**config.mk**
```make
export PLATFORM = sky130hd
export DESIGN_NAME = dibit_frame_sync
export DESIGN_NICKNAME = d
export VERILOG_FILES = /design/src/rtl/dibit_sync_pkg.sv /design/src/rtl/dibit_sync_correlator.sv /design/src/rtl/dibit_frame_sync.sv
export SDC_FILE = /design/constraint.sdc
export NUM_CORES = 1
export LEC_CHECK = 0
export ABC_AREA = 1
export BUFFER_PORTS_ARGS = -buffer_cell sky130_fd_sc_hd__buf_2
export CAP_MARGIN = 20
export CORE_MARGIN = 1
export CORE_UTILIZATION = 50
export CTS_CLUSTER_SIZE = 14
export DETAILED_ROUTE_END_ITERATION = 8
export PLACE_DENSITY_LB_ADDON = 0.1
export SLEW_MARGIN = 20
export SYNTH_ARGS = -nofsm -noshare
export SYNTH_HDL_FRONTEND = slang
export SYNTH_SLANG_ARGS = --single-unit
```
**constraint.sdc**
```tcl
create_clock -name clk -period 7.7 [get_ports clk]
set_input_delay 0.385 -clock clk [delete_from_list [all_inputs] [get_ports clk]]
set_output_delay 0.385 -clock clk [all_outputs]
set_load 0.02 [all_outputs]
```
**src/rtl/dibit_sync_pkg.sv**
```systemverilog
// Shared types and defaults for the dibit frame synchroniser.
package dibit_sync_pkg;

  typedef enum logic [1:0] {
    HUNT   = 2'd0,
    VERIFY = 2'd1,
    LOCK   = 2'd2
  } sync_state_e;

  localparam int unsigned DEF_SYNC_LEN       = 32;
  localparam logic [31:0] DEF_SYNC_WORD      = 32'h1ACF_FC1D;
  localparam int unsigned DEF_MAX_ERR        = 2;
  localparam int unsigned DEF_PAYLOAD_DIBITS = 64;
  localparam int unsigned DEF_VERIFY_HITS    = 2;
  localparam int unsigned DEF_LOCK_MISS      = 3;

  // Width of an error counter able to hold 0..n_bits.
  function automatic int unsigned popcnt_width(input int unsigned n_bits);
    return $clog2(n_bits + 1);
  endfunction

endpackage

```
**src/rtl/dibit_sync_correlator.sv**
```systemverilog
// Combinational sync-word correlator: flags a window whose Hamming distance
// to the reference word is within the error budget. Kept separate so an
// inverted-word search can reuse it with a different reference.
module dibit_sync_correlator
  import dibit_sync_pkg::*;
#(
  parameter int unsigned           SYNC_LEN  = DEF_SYNC_LEN,
  parameter logic [SYNC_LEN-1:0]   SYNC_WORD = DEF_SYNC_WORD,
  parameter int unsigned           MAX_ERR   = DEF_MAX_ERR
) (
  input  logic [SYNC_LEN-1:0] win,
  output logic                match
);

  localparam int unsigned PCW = popcnt_width(SYNC_LEN);

  logic [SYNC_LEN-1:0] diff_s;
  logic [PCW-1:0]      err_cnt_s;

  // Count differing bits and compare against the tolerance.
  always_comb begin
    diff_s    = win ^ SYNC_WORD;
    err_cnt_s = '0;
    for (int i = 0; i < SYNC_LEN; i++) begin
      err_cnt_s = err_cnt_s + {{(PCW-1){1'b0}}, diff_s[i]};
    end
    match = (err_cnt_s <= PCW'(MAX_ERR));
  end

endmodule

```
**src/rtl/dibit_frame_sync.sv**
```systemverilog
// Dibit frame synchroniser: HUNT/VERIFY/LOCK sync search on the decoded dibit
// stream, packing payload dibits into bytes with frame markers while locked.
module dibit_frame_sync
  import dibit_sync_pkg::*;
#(
  parameter int unsigned         SYNC_LEN       = DEF_SYNC_LEN,
  parameter logic [SYNC_LEN-1:0] SYNC_WORD      = DEF_SYNC_WORD,
  parameter int unsigned         MAX_ERR        = DEF_MAX_ERR,
  parameter int unsigned         PAYLOAD_DIBITS = DEF_PAYLOAD_DIBITS,
  parameter int unsigned         VERIFY_HITS    = DEF_VERIFY_HITS,
  parameter int unsigned         LOCK_MISS      = DEF_LOCK_MISS
) (
  input  logic       clk,
  input  logic       rst_n,
  input  logic       in_valid,
  input  logic [1:0] in_dibit,
  output logic       out_valid,
  output logic [7:0] out_byte,
  output logic       out_sof,
  output logic       out_eof,
  output logic       locked,
  output logic       sync_hit,
  output logic       sync_miss
);

  localparam int unsigned FRAME  = PAYLOAD_DIBITS + SYNC_LEN / 2;
  localparam int unsigned POS_W  = $clog2(FRAME);
  localparam int unsigned HIT_W  = $clog2(VERIFY_HITS + 1);
  localparam int unsigned MISS_W = $clog2(LOCK_MISS + 1);

  localparam logic [POS_W-1:0]  POS_LAST       = POS_W'(FRAME - 1);
  localparam logic [POS_W-1:0]  POS_PAY        = POS_W'(PAYLOAD_DIBITS);
  localparam logic [POS_W-1:0]  POS_FIRST_BYTE = POS_W'(3);
  localparam logic [POS_W-1:0]  POS_LAST_BYTE  = POS_W'(PAYLOAD_DIBITS - 1);
  localparam logic [HIT_W-1:0]  HITS_TGT       = HIT_W'(VERIFY_HITS);
  localparam logic [MISS_W-1:0] MISS_TGT       = MISS_W'(LOCK_MISS);

  sync_state_e         state_r;
  logic [SYNC_LEN-1:0] win_r;
  logic [POS_W-1:0]    pos_r;
  logic [HIT_W-1:0]    hits_r;
  logic [MISS_W-1:0]   misses_r;
  logic [5:0]          acc_r;
  logic                emit_r;
  logic                out_valid_r;
  logic [7:0]          out_byte_r;
  logic                out_sof_r;
  logic                out_eof_r;
  logic                locked_r;
  logic                sync_hit_r;
  logic                sync_miss_r;

  logic [SYNC_LEN-1:0] win_next_s;
  logic                match_s;
  logic                at_sync_s;
  logic                emit_frame_s;
  logic                byte_done_s;

  // The match decision includes the dibit arriving this cycle.
  assign win_next_s = {win_r[SYNC_LEN-3:0], in_dibit};

  dibit_sync_correlator #(
    .SYNC_LEN  (SYNC_LEN),
    .SYNC_WORD (SYNC_WORD),
    .MAX_ERR   (MAX_ERR)
  ) u_corr (
    .win   (win_next_s),
    .match (match_s)
  );

  assign at_sync_s    = (pos_r == POS_LAST);
  // Emission is decided once per frame, at payload dibit 0.
  assign emit_frame_s = (pos_r == '0) ? (state_r == LOCK) : emit_r;
  assign byte_done_s  = in_valid && (state_r != HUNT) && (pos_r < POS_PAY) &&
                        (pos_r[1:0] == 2'b11) && emit_frame_s;

  // Sync state machine, frame position tracking and byte packing.
  always_ff @(posedge clk) begin
    if (!rst_n) begin
      state_r     <= HUNT;
      win_r       <= '0;
      pos_r       <= '0;
      hits_r      <= '0;
      misses_r    <= '0;
      acc_r       <= 6'd0;
      emit_r      <= 1'b0;
      out_valid_r <= 1'b0;
      out_byte_r  <= 8'd0;
      out_sof_r   <= 1'b0;
      out_eof_r   <= 1'b0;
      locked_r    <= 1'b0;
      sync_hit_r  <= 1'b0;
      sync_miss_r <= 1'b0;
    end else begin
      out_valid_r <= 1'b0;
      out_sof_r   <= 1'b0;
      out_eof_r   <= 1'b0;
      sync_hit_r  <= 1'b0;
      sync_miss_r <= 1'b0;
      if (in_valid) begin
        win_r <= win_next_s;
        acc_r <= {acc_r[3:0], in_dibit};
        if (byte_done_s) begin
          out_valid_r <= 1'b1;
          out_byte_r  <= {acc_r, in_dibit};
          out_sof_r   <= (pos_r == POS_FIRST_BYTE);
          out_eof_r   <= (pos_r == POS_LAST_BYTE);
        end
        if ((state_r != HUNT) && (pos_r == '0)) begin
          emit_r <= (state_r == LOCK);
        end
        case (state_r)
          HUNT: begin
            if (match_s) begin
              state_r    <= VERIFY;
              pos_r      <= '0;
              hits_r     <= '0;
              sync_hit_r <= 1'b1;
            end
          end
          VERIFY: begin
            if (at_sync_s) begin
              pos_r <= '0;
              if (match_s) begin
                sync_hit_r <= 1'b1;
                hits_r     <= hits_r + HIT_W'(1'b1);
                if ((hits_r + HIT_W'(1'b1)) == HITS_TGT) begin
                  state_r  <= LOCK;
                  misses_r <= '0;
                  locked_r <= 1'b1;
                end
              end else begin
                sync_miss_r <= 1'b1;
                state_r     <= HUNT;
              end
            end else begin
              pos_r <= pos_r + POS_W'(1'b1);
            end
          end
          LOCK: begin
            if (at_sync_s) begin
              pos_r <= '0;
              if (match_s) begin
                sync_hit_r <= 1'b1;
                misses_r   <= '0;
              end else begin
                sync_miss_r <= 1'b1;
                misses_r    <= misses_r + MISS_W'(1'b1);
                if ((misses_r + MISS_W'(1'b1)) == MISS_TGT) begin
                  state_r  <= HUNT;
                  locked_r <= 1'b0;
                end
              end
            end else begin
              pos_r <= pos_r + POS_W'(1'b1);
            end
          end
          default: begin
            state_r  <= HUNT;
            locked_r <= 1'b0;
          end
        endcase
      end
    end
  end

  assign out_valid = out_valid_r;
  assign out_byte  = out_byte_r;
  assign out_sof   = out_sof_r;
  assign out_eof   = out_eof_r;
  assign locked    = locked_r;
  assign sync_hit  = sync_hit_r;
  assign sync_miss = sync_miss_r;

endmodule

```
==> parameters.txt, run 1 <==
Parameter                              Value

Status
  Result of the run ... complete, but fails checks
  Failing checks ... DRC

Clock network
  Maximum count of clock buffers along a single path ... 2
  Deepest level of the CTS H-tree ... 3
  Worst skew pair latency ... 340 ps
  CTS Hold Buffers Added ... 0
  Postcts setup bufs ... 0
  Count of instances resized after the clock tree is built ... 0
  Sink count of the clock tree ... 58
  Root Buffer Master ... sky130_fd_sc_hd__clkbuf_8
  Clock transition time at the flip-flop clock pins of the worst setup and hold paths ... 70 ps
  Number of buffers inserted during clock tree synthesis ... 9
  CTS tree ... yes

Timing
  Hold violation total from the final report ... 0
  Max Transition Viols Final ... 0
  Period minus WS final ... 5510 ps
  Smallest hold slack ... 306 ps
  Sum of negative setup slack ... 0 ps
  Pin slew with the least headroom to its limit ... 736 ps
  Setup repair after global routing missed its margin ... no
  Share of the cycle needed by the critical path after routing ... 71.6%
  Worst relative slew slack ... 50.9%
  Max Clock Freq ... 0.181 GHz
  Number of failing setup endpoints in the final timing report ... 0
  Setup Skew ... 6.18 ps

Route
  Post-detailed-route via-to-cell ratio ... 4.99
  First-pass iteration count of the detailed router ... 6
  Final WL ... 6410 µm
  Residual DRC count ... 2
  Overall via count from detail_route ... 2558
  Wire length per cell after detailed routing ... 12.5 µm
  Violation count after the first detailed-routing iteration ... 124
  Number of routed nets with antenna violations ... 0

Setup path
  WP data required ... 7910 ps
  Critical path launch point type ... flop
  Critical setup path kind ... reg -> reg
  Reg-to-reg setup timing slack ... 2190 ps
  Capturing element type of the critical path ... flop
  Critical-path maximum fanout ... 10
  Arrival time worst endpoint ... 5720 ps

Floorplan
  Die area ... 7050 µm²
  Core region area ... 6420 µm²
  Number of placement rows ... 29
  X dimension of the die ... 84.0 µm
  Starting density of the core ... 52.3%
  Number of ports placed on the die boundary ... 19
  Chip height ... 84.0 µm

GRT
  All-Layer GR Usage ... 20.4%
  Wire length of the first global-routing pass ... 11300 µm
  Largest net degree at the start of global routing ... 48
  Vias in the first global route ... 2506
  Aggregate global routing overflow ... 0
  Initial antenna violation count ... 0

Logic synthesis
  Top area cells in the synthesized netlist ... sky130_fd_sc_hd__dfxtp_1, sky130_fd_sc_hd__fa_1, sky130_fd_sc_hd__inv_1
  Synth warnings ... 0
  Largest area contributor in the synthesized netlist ... sky130_fd_sc_hd__dfxtp_1
  Number of standard cells after synthesis ... 416
  Total of flip-flops plus latches after synthesis ... 58
  Fraction of synthesized cell area taken by the top area cell type ... 34.6%
  Distinct cell type count of the synthesized netlist ... 34
  Commonest register cell after synthesis ... sky130_fd_sc_hd__dfxtp_1
  Net count after synthesis ... 461
  Average footprint of a synthesized cell ... 8.08 µm²
  Fraction of the yosys area taken by sequential cells ... 34.6%
  Count of flip-flops with a built-in enable after synthesis ... 0
  Share of async-settable or async-resettable flops after synthesis ... 0%
  Netlist Area Pre-Place ... 3360 µm²

Power and ir drop
  Worst supply voltage drop on vdd ... 0.210 mV
  Power density of the placed cells ... 377 nW/µm²
  Leakage component of the power ... 1.64 nW

Place
  Half-perimeter wire length of the detailed placement result ... 4710 µm
  DP Cell Count ... 498
  # port buffers ... 18
  Final weighted congestion in routability-driven placement ... 0.832

Layout
  Area grow syn2layout ... 9.27%
  Finished Layout Cells ... 513
  Net total in the final layout ... 477
  Fraction of final layout cells sized beyond drive strength 1 ... 14.2%
  Leading cell types in the layout, fill and taps excluded ... sky130_fd_sc_hd__inv_1, sky130_fd_sc_hd__dfxtp_1, sky130_fd_sc_hd__nor2_1
  Antenna cell count ... 0
  Commonest non-fill, non-tap cell in the layout ... sky130_fd_sc_hd__inv_1

Job
  Max Cap Violations ... 0

Hold path
  Min-delay worst type ... in -> reg
## sequential cells by signal, indices dropped and copies added (netlist names)
register,count
sync_hit,1
hits_r,2
sync_miss,1
locked,1
pos_r,7
out_valid,1
out_byte,8
state_r,2
win_r,30
out_eof,1
out_sof,1
misses_r,2
emit_r,1
## worst max-delay path, cell delays in order (launching register included)
cell,delay [ps]
sky130_fd_sc_hd__dfxtp_1,320
sky130_fd_sc_hd__inv_1,70
sky130_fd_sc_hd__fa_1,530
sky130_fd_sc_hd__inv_1,50
sky130_fd_sc_hd__fa_1,540
sky130_fd_sc_hd__fa_1,460
sky130_fd_sc_hd__fa_1,490
sky130_fd_sc_hd__inv_1,50
sky130_fd_sc_hd__fa_1,490
sky130_fd_sc_hd__inv_1,50
sky130_fd_sc_hd__fa_1,480
sky130_fd_sc_hd__inv_1,50
sky130_fd_sc_hd__fa_1,400
sky130_fd_sc_hd__fa_1,440
sky130_fd_sc_hd__nand2_1,70
sky130_fd_sc_hd__nand2_1,80
sky130_fd_sc_hd__nor2_4,150
sky130_fd_sc_hd__nand2_2,120
sky130_fd_sc_hd__o21bai_4,260
sky130_fd_sc_hd__nand2_2,130
sky130_fd_sc_hd__nand2_1,80
sky130_fd_sc_hd__a21oi_1,60
## where the power goes
part	internal [mW]	total, mW	switching, mW
sequential	0.325	0.341	0.0164
clock	0.155	0.279	0.124
combinational	0.270	0.765	0.495
## final cells by class
cell class	count	area, µm²
multi-input cells	269	1840
inverters	76	287
well taps	77	96.3
clock buffers	10	138
clock inverters	5	55.1
flip-flops and latches	58	1160
repair buffers	18	90.1
fillers	609	2750
## cells by family after synthesis
logic type	Yosys count	share of synthesized area (%)
DFF	58	34.6
buffers and inverters	89	10.5
xor gates and xnor gates	2	0.522
adders and majority gates	40	20.3
AOI/OAI and AO/OA	77	12.5
and+or+nand+nor	150	21.6
## cell usage after synthesis, types with 2 or more instances
library cell / number
sky130_fd_sc_hd__nand3_1: 17
sky130_fd_sc_hd__fa_1: 24
sky130_fd_sc_hd__nor2_4: 4
sky130_fd_sc_hd__clkbuf_1: 7
sky130_fd_sc_hd__nand3_2: 3
sky130_fd_sc_hd__inv_2: 2
sky130_fd_sc_hd__nand2_1: 47
sky130_fd_sc_hd__nor3_2: 2
sky130_fd_sc_hd__nand4_1: 8
sky130_fd_sc_hd__buf_2: 3
sky130_fd_sc_hd__ha_1: 16
sky130_fd_sc_hd__nor2_1: 52
sky130_fd_sc_hd__nand2_2: 6
sky130_fd_sc_hd__o21ai_0: 32
sky130_fd_sc_hd__a21oi_1: 37
sky130_fd_sc_hd__nor2_2: 6
sky130_fd_sc_hd__nor4_1: 2
sky130_fd_sc_hd__dfxtp_1: 58
sky130_fd_sc_hd__o21ai_1: 3
sky130_fd_sc_hd__inv_1: 73
## path summary, 6_finish.rpt
path,from,endpoint,depth (start not counted)
hold / removal,in_dibit[1],win_r[1]$_SDFFE_PN0P_,3
hold reg to reg,out_byte[7]$_SDFFE_PN0P_,out_byte[7]$_SDFFE_PN0P_,2
setup / recovery,win_r[9]$_SDFFE_PN0P_,pos_r[6]$_SDFFE_PN0P_,21
setup reg to reg,win_r[9]$_SDFFE_PN0P_,pos_r[6]$_SDFFE_PN0P_,21
## through the flow
stage               cell area (µm²)  total power [mW]  worst slack [ps]  utilization [%]
floorplan                      3360             0.977              2210                -
global placement               3480              1.10              1910             54.2
detailed placement             3480              1.11              1820             54.2
CTS                            3670              1.40              2170             57.2
global route                   3670              1.54              1850             57.2
finish                         3670              1.39              2190             57.2
## routing by layer
metal	vias up	wire length [µm]	global-route usage [%]
met5	-	0	0
met4	0	122	9.56
met3	11	152	4.25
met2	20	3020	33.4
met1	1182	3110	25.8
li1	1345	-	-
Power figures use the tool's default switching activity.
==> run 2, diff against run 1 <==
clock period = 5.3 ns   (was 7.7 ns; I/O delays follow)
==> parameters.txt, run 2 (synthesis results as in run 1) <==
Parameter                              Value

Timing
  Setup repair after global routing missed its margin ... yes
  Period minus WS final ... 5280 ps
  Pin slew with the least headroom to its limit ... 749 ps
  Max Transition Viols Final ... 0
  Number of failing setup endpoints in the final timing report ... 0
  Hold violation total from the final report ... 0
  Setup Skew ... 8.31 ps
  Worst relative slew slack ... 50.0%
  Max Clock Freq ... 0.189 GHz
  Share of the cycle needed by the critical path after routing ... 99.6%

GRT
  Largest net degree at the start of global routing ... 48
  Fraction of met1 tracks used by global routing ... 27.2%
  Vias in the first global route ... 2600
  Global-route layer with the greatest usage ... met2
  Met2 capacity usage during global routing ... 34.9%
  All-Layer GR Usage ... 21.3%
  Initial antenna violation count ... 0
  Wire length of the first global-routing pass ... 11700 µm
  Met3 layer usage reported by global route ... 4.25%
  Aggregate global routing overflow ... 0

Route
  Wire length per cell after detailed routing ... 12.7 µm
  First-pass iteration count of the detailed router ... 6
  Violation count after the first detailed-routing iteration ... 77
  Residual DRC count ... 2
  Post-detailed-route via-to-cell ratio ... 5.02
  Overall via count from detail_route ... 2620
  Number of routed nets with antenna violations ... 0
  Final WL ... 6610 µm

Clock network
  Root Buffer Master ... sky130_fd_sc_hd__clkbuf_8
  CTS Hold Buffers Added ... 0
  Worst skew pair latency ... 340 ps
  Number of buffers inserted during clock tree synthesis ... 9
  Sink count of the clock tree ... 58
  Clock transition time at the flip-flop clock pins of the worst setup and hold paths ... 70 ps
  Deepest level of the CTS H-tree ... 3
  Maximum count of clock buffers along a single path ... 2
  CTS tree ... yes

Status
  Result of the run ... complete, but fails checks
  Failing checks ... DRC

Floorplan
  Core region area ... 6420 µm²
  Starting density of the core ... 52.3%
  Number of ports placed on the die boundary ... 19
  Die area ... 7050 µm²
  Number of placement rows ... 29
  Chip height ... 84.0 µm
  X dimension of the die ... 84.0 µm

Place
  # port buffers ... 18
  DP Cell Count ... 503
  Half-perimeter wire length of the detailed placement result ... 4720 µm
  Standard cell area after detailed placement ... 3520 µm²
  Final weighted congestion in routability-driven placement ... 0.835

Layout
  Net total in the final layout ... 485
  Reg with most FFs ... win_r
  Number of fill cells in the layout ... 600
  Fraction of final layout cells sized beyond drive strength 1 ... 22.7%
  Total area of sequential cells ... 1170 µm²
  Final design area excluding fillers ... 3840 µm²
  Multi-input gate area ... 1930 µm²
  Commonest non-fill, non-tap cell in the layout ... sky130_fd_sc_hd__inv_1
  Finished Layout Cells ... 522
  Fin util ... 59.8%
  Flip-flop count of the largest register, all copies and words added ... 30
  Leading cell types in the layout, fill and taps excluded ... sky130_fd_sc_hd__inv_1, sky130_fd_sc_hd__dfxtp_1, sky130_fd_sc_hd__nor2_1
  Antenna cell count ... 0
  Area grow syn2layout ... 14.3%

Power and ir drop
  Leakage component of the power ... 1.70 nW
  Worst supply voltage drop on vdd ... 0.421 mV
  Power density of the placed cells ... 597 nW/µm²

Setup path
  Arrival time worst endpoint ... 5480 ps
  Critical setup path kind ... reg -> reg
  Capturing element type of the critical path ... flop
  Critical-path maximum fanout ... 6
  Crit path launch ... win_r[9]$_SDFFE_PN0P_
  WP data required ... 5500 ps
  Critical path launch point type ... flop
  Worst flop-to-flop path startpoint ... win_r[9]$_SDFFE_PN0P_

Hold path
  Origin of the worst min-delay path ... in_dibit[0]
  Min-delay worst type ... in -> reg

Job
  Max Cap Violations ... 0
run 2: area by class of cell:
cell class,instances,area share [%]
clock buffers,11,3.68
clock inverters,5,2.02
inverters,76,7.53
multi-input cells,270,50.1
flip-flops and latches,58,30.4
well taps,77,2.51
repair buffers,25,3.71
run 2: report_power, final:
part / total [mW] / switching [mW] / internal, mW
registers: 0.496 / 0.0239 / 0.472
logic: 1.34 / 0.842 / 0.494
clock network: 0.459 / 0.183 / 0.276
run 2: through the flow:
| stage | hold slack, ps | setup TNS [ps] | worst slack, ps | total power, mW |
|---|---|---|---|---|
| final | 229 | 0 | 22.8 | 2.29 |
| after floorplan | 400 | 0 | 45.6 | 1.45 |
| after global placement | 432 | -2390 | -226 | 1.65 |
| after CTS | 212 | 0 | 3.07 | 2.19 |
| after global routing | 243 | -2510 | -197 | 2.51 |
| after detailed placement | 445 | -3320 | -303 | 1.67 |
run 2: critical path: stages (launching register included):
cell and delay [ps]:
sky130_fd_sc_hd__dfxtp_2 330, sky130_fd_sc_hd__inv_2 40, sky130_fd_sc_hd__fa_1 520, sky130_fd_sc_hd__inv_1 50, sky130_fd_sc_hd__fa_1 520, sky130_fd_sc_hd__fa_1 450
sky130_fd_sc_hd__fa_1 510, sky130_fd_sc_hd__inv_2 40, sky130_fd_sc_hd__fa_1 510, sky130_fd_sc_hd__inv_2 40, sky130_fd_sc_hd__fa_1 490, sky130_fd_sc_hd__inv_2 40
sky130_fd_sc_hd__fa_2 360, sky130_fd_sc_hd__fa_2 420, sky130_fd_sc_hd__nand2_2 70, sky130_fd_sc_hd__nand2_2 60, sky130_fd_sc_hd__nor2_4 120, sky130_fd_sc_hd__nand2_4 100
sky130_fd_sc_hd__o21bai_4 240, sky130_fd_sc_hd__nand2_4 100, sky130_fd_sc_hd__nand2_1 70, sky130_fd_sc_hd__a21oi_1 50
run 2: path summary, 6_finish.rpt:
path	slack (ps)	cells after the start	to
worst max-delay path	20	21	pos_r[2]$_SDFFE_PN0P_
worst min-delay path	230	3	out_byte[0]$_SDFFE_PN0P_
worst max register to register	20	21	pos_r[2]$_SDFFE_PN0P_
worst min register to register	450	2	out_byte[7]$_SDFFE_PN0P_
run 2: per-layer routing:
metal	vias to the layer above	routed length [µm]
met5	-	0
met4	0	138
met1	1214	3120
li1	1360	-
met2	35	3190
met3	11	163
run 2: timing repair:
action	4_1_cts	5_1_grt
pin swaps	4	11
buffers inserted	1	1
setup endpoints to repair	9	16
gates cloned	1	0
gates resized for setup	4	29
